File: src/rtl/ram_ctrl_pkg.sv
// Shared types and sizing for the ram_ctrl front-end.
//   ctrl_state_e : controller state (INIT zero-fill sweep, RUN normal traffic)
//   RspDepth     : response buffer depth
//   oc_t         : outstanding-read counter type (0..RspDepth)
package ram_ctrl_pkg;

    typedef enum logic {
        INIT = 1'b0,
        RUN  = 1'b1
    } ctrl_state_e;

    localparam int unsigned RspDepth = 2;
    localparam int unsigned OcWidth  = 2;

    typedef logic [OcWidth-1:0] oc_t;

endpackage

File: src/rtl/ram_ctrl_rsp_fifo.sv
// In-order response buffer holding RAM read data until the consumer takes it.
// Ports:
//   clk_i, rst_ni : clock, async active-low reset (clears pointers and storage)
//   push_i        : write push_data_i at the tail
//   push_data_i   : data to store
//   pop_i         : drop the head entry (caller gates with valid_o)
//   valid_o       : at least one entry present
//   data_o        : head entry, stable until popped
module ram_ctrl_rsp_fifo
    import ram_ctrl_pkg::*;
#(
    parameter int unsigned XLen = 32
) (
    input  logic            clk_i,
    input  logic            rst_ni,
    input  logic            push_i,
    input  logic [XLen-1:0] push_data_i,
    input  logic            pop_i,
    output logic            valid_o,
    output logic [XLen-1:0] data_o
);

    localparam int unsigned PtrWidth = (RspDepth > 1) ? $clog2(RspDepth) : 1;
    localparam int unsigned CntWidth = $clog2(RspDepth + 1);

    logic [XLen-1:0]     mem [RspDepth];
    logic [PtrWidth-1:0] wr_ptr;
    logic [PtrWidth-1:0] rd_ptr;
    logic [CntWidth-1:0] cnt;

    function automatic logic [PtrWidth-1:0] next_ptr(input logic [PtrWidth-1:0] p);
        return (p == PtrWidth'(RspDepth - 1)) ? '0 : p + PtrWidth'(1);
    endfunction

    // Storage, pointers and occupancy; storage is cleared so data_o reads 0 after reset.
    always_ff @(posedge clk_i or negedge rst_ni) begin
        if (!rst_ni) begin
            for (int unsigned i = 0; i < RspDepth; i++) begin
                mem[i] <= '0;
            end
            wr_ptr <= '0;
            rd_ptr <= '0;
            cnt    <= '0;
        end else begin
            if (push_i) begin
                mem[wr_ptr] <= push_data_i;
                wr_ptr      <= next_ptr(wr_ptr);
            end
            if (pop_i) begin
                rd_ptr <= next_ptr(rd_ptr);
            end
            case ({push_i, pop_i})
                2'b10:   cnt <= cnt + CntWidth'(1);
                2'b01:   cnt <= cnt - CntWidth'(1);
                default: ;
            endcase
        end
    end

    assign valid_o = (cnt != '0);
    assign data_o  = mem[rd_ptr];

endmodule

File: src/rtl/ram_ctrl.sv
// Valid/ready front-end for a single-port synchronous-read RAM.
// Accepts read/write requests, drives the RAM ports, and buffers the
// one-cycle-latency read data in a 2-entry in-order response FIFO.
// Optional macro RAM_CTRL_INIT_EN: zero-fill the whole RAM after each reset
// before accepting traffic.
// Ports:
//   clk_i, rst_ni                 : clock, async active-low reset
//   req_valid_i/req_ready_o       : request handshake
//   req_we_i, req_addr_i, req_wdata_i : request payload (write data ignored for reads)
//   rsp_valid_o/rsp_ready_i       : read response handshake
//   rsp_rdata_o                   : read response data
//   init_done_o                   : controller is in RUN
//   ram_a_o, ram_wd_o, ram_we_o   : RAM address / write data / write enable
//   ram_rd_i                      : RAM read data (one cycle after address)
module ram_ctrl
    import ram_ctrl_pkg::*;
#(
    parameter  int unsigned XLen      = 32,
    parameter  int unsigned NPos      = 1024,
    localparam int unsigned AddrWidth = $clog2(NPos)
) (
    input  logic                 clk_i,
    input  logic                 rst_ni,
    input  logic                 req_valid_i,
    output logic                 req_ready_o,
    input  logic                 req_we_i,
    input  logic [AddrWidth-1:0] req_addr_i,
    input  logic [XLen-1:0]      req_wdata_i,
    output logic                 rsp_valid_o,
    input  logic                 rsp_ready_i,
    output logic [XLen-1:0]      rsp_rdata_o,
    output logic                 init_done_o,
    output logic [AddrWidth-1:0] ram_a_o,
    output logic [XLen-1:0]      ram_wd_o,
    output logic                 ram_we_o,
    input  logic [XLen-1:0]      ram_rd_i
);

    ctrl_state_e state;
    oc_t         oc;
    logic        pend;
    logic        accept;
    logic        rd_accept;
    logic        pop;
    logic        fifo_valid;

`ifdef RAM_CTRL_INIT_EN
    logic [AddrWidth-1:0] ic;

    // Zero-fill sweep: one word per cycle, then hand over to RUN.
    always_ff @(posedge clk_i or negedge rst_ni) begin
        if (!rst_ni) begin
            state <= INIT;
            ic    <= '0;
        end else begin
            case (state)
                INIT: begin
                    ic <= ic + AddrWidth'(1);
                    if (ic == AddrWidth'(NPos - 1)) begin
                        state <= RUN;
                    end
                end
                default: state <= RUN;
            endcase
        end
    end
`else
    assign state = RUN;
`endif

    // Ready comes only from registers; it gates writes too so order is preserved.
    assign req_ready_o = (state == RUN) && (oc < oc_t'(RspDepth));
    assign accept      = req_valid_i && req_ready_o;
    assign rd_accept   = accept && !req_we_i;
    assign pop         = fifo_valid && rsp_ready_i;
    assign init_done_o = (state == RUN);
    assign rsp_valid_o = fifo_valid;

    // RAM drive: pass the request through; the INIT sweep overrides it.
    always_comb begin
        ram_a_o  = req_addr_i;
        ram_wd_o = req_wdata_i;
        ram_we_o = accept && req_we_i;
`ifdef RAM_CTRL_INIT_EN
        if (state == INIT) begin
            ram_a_o  = ic;
            ram_wd_o = '0;
            ram_we_o = 1'b1;
        end
`endif
    end

    // pend marks the cycle the RAM read data is valid; oc bounds in-flight reads.
    always_ff @(posedge clk_i or negedge rst_ni) begin
        if (!rst_ni) begin
            pend <= 1'b0;
            oc   <= '0;
        end else begin
            pend <= rd_accept;
            case ({rd_accept, pop})
                2'b10:   oc <= oc + oc_t'(1);
                2'b01:   oc <= oc - oc_t'(1);
                default: ;
            endcase
        end
    end

    ram_ctrl_rsp_fifo #(
        .XLen (XLen)
    ) u_rsp_fifo (
        .clk_i       (clk_i),
        .rst_ni      (rst_ni),
        .push_i      (pend),
        .push_data_i (ram_rd_i),
        .pop_i       (pop),
        .valid_o     (fifo_valid),
        .data_o      (rsp_rdata_o)
    );

endmodule

File: config.mk
export PLATFORM = sky130hd
export DESIGN_NAME = ram_ctrl
export DESIGN_NICKNAME = d
export VERILOG_FILES = /design/src/rtl/ram_ctrl_pkg.sv /design/src/rtl/ram_ctrl_rsp_fifo.sv /design/src/rtl/ram_ctrl.sv
export SDC_FILE = /design/constraint.sdc
export NUM_CORES = 1
export LEC_CHECK = 0
export CORE_UTILIZATION = 42
export DETAILED_ROUTE_END_ITERATION = 6
export PLACE_DENSITY = 0.83
export SETUP_SLACK_MARGIN = 0.5
export SLEW_MARGIN = 20
export SYNTH_ARGS = -nofsm -noshare
export SYNTH_HDL_FRONTEND = slang
export SYNTH_SLANG_ARGS = --single-unit
File: constraint.sdc
create_clock -name clk_i -period 1.7 [get_ports clk_i]
set_input_delay 0.34 -clock clk_i [delete_from_list [all_inputs] [get_ports clk_i]]
set_output_delay 0.34 -clock clk_i [all_outputs]
set_load 0.03 [all_outputs]
==> results of run 1 <==
stage by stage:
step / TNS, ns / power, W / cell area, um2 / utilization [%]
2_1_floorplan: 0 / 0.006861 / 3595 / -
3_3_place_gp: -3.701 / 0.008086 / 4076 / 52.48
3_5_place_dp: -3.932 / 0.008242 / 4076 / 52.48
4_1_cts: -5.235 / 0.01112 / 5061 / 65.16
5_1_grt: -6.366 / 0.01177 / 5130 / 66.04
6_report: -4.763 / 0.01123 / 5130 / 66.04
cell usage after synthesis:
cell       n
and2_1     1
and3_1     1
buf_2      3
buf_4     49
clkbuf_1   1
conb_1     1
dfrtp_1   71
ha_1       2
inv_1      4
mux2_1     2
mux2_2    94
nand2_1    1
nand3_1    1
nor2_1     2
nor2_4     1
or2_2      1
xnor2_1    5
xor2_1     3
final timing paths:
path | endpoint | startpoint | slack, ns
max in group asynchronous | u_rsp_fifo.mem[62] | rst_ni | 0.65
worst max register to register | u_rsp_fifo.cnt[1] | u_rsp_fifo.cnt[0] | 0.25
worst max-delay path | rsp_rdata_o[12] | u_rsp_fifo.rd_ptr | -0.17
worst min-delay path | u_rsp_fifo.mem[34] | rst_ni | 0.49
min in group clk_i | u_rsp_fifo.mem[46] | u_rsp_fifo.mem[46] | 0.51
worst min register to register | u_rsp_fifo.mem[46] | u_rsp_fifo.mem[46] | 0.51
kinds of logic after synthesis:
kind of cell	after synthesis	synth area share, %
multiplexers	96	31.75
buffers and inverters	57	11.80
other	1	0.1101
AND/OR/NAND/NOR	8	1.360
XOR/XNOR	8	2.058
adder cells (fa/ha/maj)	2	0.7349
flip-flops	71	52.19
per-layer routing:
metal / wire, um / up-vias
met5: 0 / -
met4: 107 / 0
met3: 374 / 21
met2: 4217 / 70
met1: 3217 / 1023
li1: - / 911
worst max-delay path, cell delays in order, from the launching register on:
cell and delay [ns]:
dfrtp_2 0.43, buf_12 0.17, mux2_4 0.31, clkdlybuf4s15_2 0.28
power breakdown:
group	total [W]	switching [W]	leakage (nW)	internal [W]
logic	0.00644	0.00268	1.50	0.00376
clock network	0.00168	0.000627	0.130	0.00106
registers	0.00311	0.000555	0.838	0.00256
total	0.0112	0.00386	2.46	0.00737
registers in the layout, summed over array words and instances (netlist names):
signal	flops
u_rsp_fifo.wr_ptr	1
pend	1
u_rsp_fifo.rd_ptr	1
oc	2
u_rsp_fifo.cnt	2
u_rsp_fifo.mem	64
area by class of cell:
class / instances / area, um2 / share of cell area [%]
Clock buffer: 11 / 151.4 / 2.951
Timing Repair Buffer: 103 / 1284 / 25.02
Inverter: 4 / 15.01 / 0.2927
Sequential cell: 71 / 1780 / 34.71
Multi-Input combinational cell: 115 / 1668 / 32.51
Tap cell: 102 / 127.6 / 2.488
Clock inverter: 5 / 103.9 / 2.024
repair_timing:
item,CTS,global route
endpoints found under the setup margin,103,103
buffers inserted,12,4
cloned,8,0
pin swaps,4,1
gates resized for setup,247,7
hold buffers,1,0
hold endpoints to repair,31,0
==> summary.txt, run 1 <==
Global routing
  – Met3 global-route usage: 3.731%
  – Largest net degree at the start of global routing: 41
  – Initial antenna violation count: 0
  – GRT busiest layer: met2
  – Met1 Use GR: 24.33%
  – Vias in the first global route: 2302
  – First-pass GRT wire length: 12650 um
  – Overflow after GRT: 0
  – Met2 usage: 35.20%
  – Global Route Usage Sum: 19.99%

Die
  – Die X: 92.04 um
  – IO Pins: 157
  – Core Region: 7767 um2
  – Row count: 32
  – Initial Util: 43.83%
  – Die Ht: 92.04 um
  – Total die area: 8470 um2

Routing
  – Drt total wl: 7916 um
  – DR WL/cell: 19.26 um
  – DRT Pass-1 Iters: 4
  – Antenna-violating nets left: 0
  – Via count: 2025
  – Via density: 4.927
  – # DRC: 0
  – Violation count after the first detailed-route iteration: 47

STA
  – Fmax: 0.5338 GHz
  – Final worst slack: -0.1735 ns
  – Setup-failing EPs final: 32
  – RSZ-0062 raised after global routing: yes
  – WHS: 0.4911 ns
  – Final hold vios: 0
  – Tmin final: 1.873 ns
  – Period utilization: 110.2%
  – Max Slew Vio Count: 0
  – Final Skew: 0.007603 ns

Critical path
  – Critical Path Source Type: register
  – Path type of the worst setup path: register to primary output
  – CP endpoint kind: primary output
  – Worst Path Arrival: 1.53 ns
  – Worst r2r path cells: 6
  – Maximum fanout along the worst path: 18
  – CP Data Required Time: 1.36 ns

Place
  – Hpwl dp: 4228 um
  – Placed Cells: 370
  – Port Buffers: 71
  – Pre-CTS setup slack: -0.1497 ns
  – Routability cong.: 0.6606

Min path
  – Worst min path class: primary input to async pin

Cells and area
  – Final #Nets: 385
  – Syn-to-layout area delta: 50.68%
  – Fin cells: 411
  – Most common cell after layout, fill and taps aside: mux2_4
  – Layout cell share with drive strength beyond 1: 63.11%
  – Most frequent cells in the layout: 96 x mux2_4, 68 x dfrtp_1, 33 x clkdlybuf4s50_1
  – Number of fill cells: 572
  – ANT cells: 0

Power
  – PwrDens: 2190 nW/um2
  – Peak supply drop: 1.292 mV
  – Leakage Power: 2.463 nW

Run status
  – Failing checks: setup timing
  – Status: finished, violations left

Clocking
  – CTS Root Cell: clkbuf_8
  – Num CTS Buffers: 9
  – Worst-path clk slew: 0.08 ns
  – Later-pin clock latency in the skew report: 0.33 ns
  – Max clock buf depth: 2
  – CTS sink cnt: 71
  – H-tree depth: 3
  – CTS tree: yes

Yosys
  – Synth cell types: 18
  – Synth area leader: dfrtp_1
  – Yosys reg bits: 71
  – Synth Area per Inst: 14.01 um2
  – Post-synthesis sequential area ratio: 52.19%
  – Post-Syn Area: 3405 um2
  – Syn Inst Count: 243
  – Synth Warn #: 0
  – Yosys top cell area share: 52.19%
  – Syn nets: 324
  – Synth top area cells: dfrtp_1 52%, mux2_2 31%, buf_4 11%

Flow run
  – Max cap viols: 0
(Power assumes the default switching activity.)
==> run 2: changes to the inputs <==
PLACE_DENSITY = default   (was 0.83)
PLACE_DENSITY_LB_ADDON = 0.12   (was default)
clock period = 1.99 ns   (was 1.7 ns; I/O delays follow)
==> summary.txt, run 2 (same netlist as run 1, synthesis figures left out) <==
Clocking
  – Later-pin clock latency in the skew report: 0.33 ns
  – Cts-stage hold buffer count: 0
  – Max clock buf depth: 2
  – CTS tree: yes
  – Num CTS Buffers: 9
  – CTS Root Cell: clkbuf_8
  – H-tree depth: 3
  – Worst-path clk slew: 0.08 ns
  – CTS sink cnt: 71

Die
  – Initial Util: 43.83%
  – Die Ht: 92.04 um
  – Row count: 32
  – Die X: 92.04 um
  – Total die area: 8470 um2
  – IO Pins: 157
  – Core Region: 7767 um2

STA
  – Setup-failing EPs final: 0
  – Period utilization: 94.54%
  – Fmax: 0.5315 GHz
  – Final Skew: 0.009375 ns
  – RSZ-0062 raised after global routing: yes
  – Tmin final: 1.881 ns
  – Max Slew Vio Count: 0
  – Final hold vios: 0
  – Final worst slack: 0.1087 ns
  – Setup TNS: 0 ns

Critical path
  – Largest stage delay, worst path: 0.42 ns
  – Critical Path Source Type: register
  – CP endpoint kind: primary output
  – Critical-path cell list: buf_4 > buf_12 > mux2_2 > buf_4
  – Path type of the worst setup path: register to primary output
  – Crit-path leading delay family: buffers and inverters
  – CP Data Required Time: 1.59 ns
  – CP most frequent cell: buf_4
  – Bufs and invs on worst path: 3
  – CP max-delay cell: dfrtp_2
  – Maximum fanout along the worst path: 5
  – Worst Path Arrival: 1.48 ns

Cells and area
  – Largest register by flop count: u_rsp_fifo.mem
  – Syn-to-layout area delta: 25.47%
  – Final #Nets: 369
  – Number of flip-flops in the largest register: 64
  – Most frequent cells in the layout: 92 x mux2_2, 70 x dfrtp_1, 33 x clkdlybuf4s50_1
  – Most common cell after layout, fill and taps aside: mux2_2
  – Largest registers: u_rsp_fifo.mem: 64 flops, oc: 2 flops, u_rsp_fifo.cnt: 2 flops
  – Number of fill cells: 684
  – ANT cells: 0
  – Layout cell share with drive strength beyond 1: 57.68%

Place
  – Routability cong.: 0.6557
  – Port Buffers: 71
  – Pre-CTS setup slack: 0.03981 ns
  – Hpwl dp: 3791 um

Global routing
  – Initial antenna violation count: 0
  – Largest net degree at the start of global routing: 72
  – Vias in the first global route: 2018
  – First-pass GRT wire length: 9929 um
  – Global Route Usage Sum: 15.28%
  – Overflow after GRT: 0

Routing
  – DR WL/cell: 15.02 um
  – Drt total wl: 5934 um
  – Via density: 4.851
  – Antenna-violating nets left: 0
  – Via count: 1916
  – # DRC: 0
  – DRT Pass-1 Iters: 4
  – Violation count after the first detailed-route iteration: 55

Flow run
  – Max cap viols: 0

Power
  – PwrDens: 1880 nW/um2
  – Peak supply drop: 0.7546 mV
  – Leakage Power: 1.874 nW
  – Total power: 0.008031 W

Run status
  – Status: finished clean

Min path
  – Worst min path class: primary input to async pin
-- run 2: cell types whose count changed in the layout (fill, tap and decap cells not counted), moves of 2 or more --
cell	previous run	this run
mux2_4	96	2
buf_12	9	3
dfrtp_1	68	70
clkbuf_1	0	2
dfrtp_2	3	1
buf_6	23	20
buf_2	0	16
xnor2_1	1	4
buf_16	8	2
xnor2_2	4	1
clkdlybuf4s15_2	17	0
mux2_2	0	92
mux2_1	0	2
-- run 2: area by class of cell --
cell class	instances	area [um2]	area share (%)
Multi-Input combinational cell	115	1276	29.88
Clock inverter	3	65.06	1.523
Sequential cell	71	1778	41.62
Timing Repair Buffer	87	850.8	19.92
Tap cell	102	127.6	2.988
Clock buffer	13	158.9	3.720
Inverter	4	15.01	0.3515
-- run 2: worst paths after layout --
kind	startpoint	to	slack, ns	cells after the start
min	rst_ni	u_rsp_fifo.mem[2]	0.08	2
max reg2reg	u_rsp_fifo.cnt[0]	u_rsp_fifo.cnt[1]	0.54	6
min reg2reg	u_rsp_fifo.mem[47]	u_rsp_fifo.mem[47]	0.49	1
max in group asynchronous	rst_ni	u_rsp_fifo.rd_ptr	1.59	2
max	u_rsp_fifo.rd_ptr	rsp_rdata_o[19]	0.11	4
min in group clk_i	u_rsp_fifo.mem[47]	u_rsp_fifo.mem[47]	0.49	1
-- run 2: timing repair --
action / 4_1_cts / 5_1_grt
setup buffers: 6 / 1
endpoints found under the setup margin: 37 / 36
gates cloned: 2 / 0
pin swaps: 4 / 6
gates resized for setup: 211 / 13
-- run 2: per-layer routing --
layer | track usage, % | wire length, um | vias up | part of all wire, %
met5 | 0 | 0 | - | 0
met4 | 6.901 | 82 | 0 | 1.4
met3 | 3.234 | 347 | 19 | 5.8
met2 | 24.19 | 2807 | 63 | 47
met1 | 20.13 | 2696 | 955 | 45
li1 | - | - | 879 | -
-- run 2: stage by stage --
stage          area (um2)  std cells  hold slack (ns)  util, %
6_report             4272        395          0.08210    54.99
5_1_grt              4272        395           0.1102    54.99
3_5_place_dp         3944        370           0.4603    50.77
4_1_cts              4207        394          0.09164    54.16
2_1_floorplan        3418        243           0.1024        -
3_3_place_gp         3944        370           0.4544    50.77
-- run 2: power breakdown --
part,total (W),internal [W],switching [W]
clock,0.00127,0.000774,0.000492
combinational,0.00422,0.00221,0.00202
sequential,0.00254,0.00218,0.000365
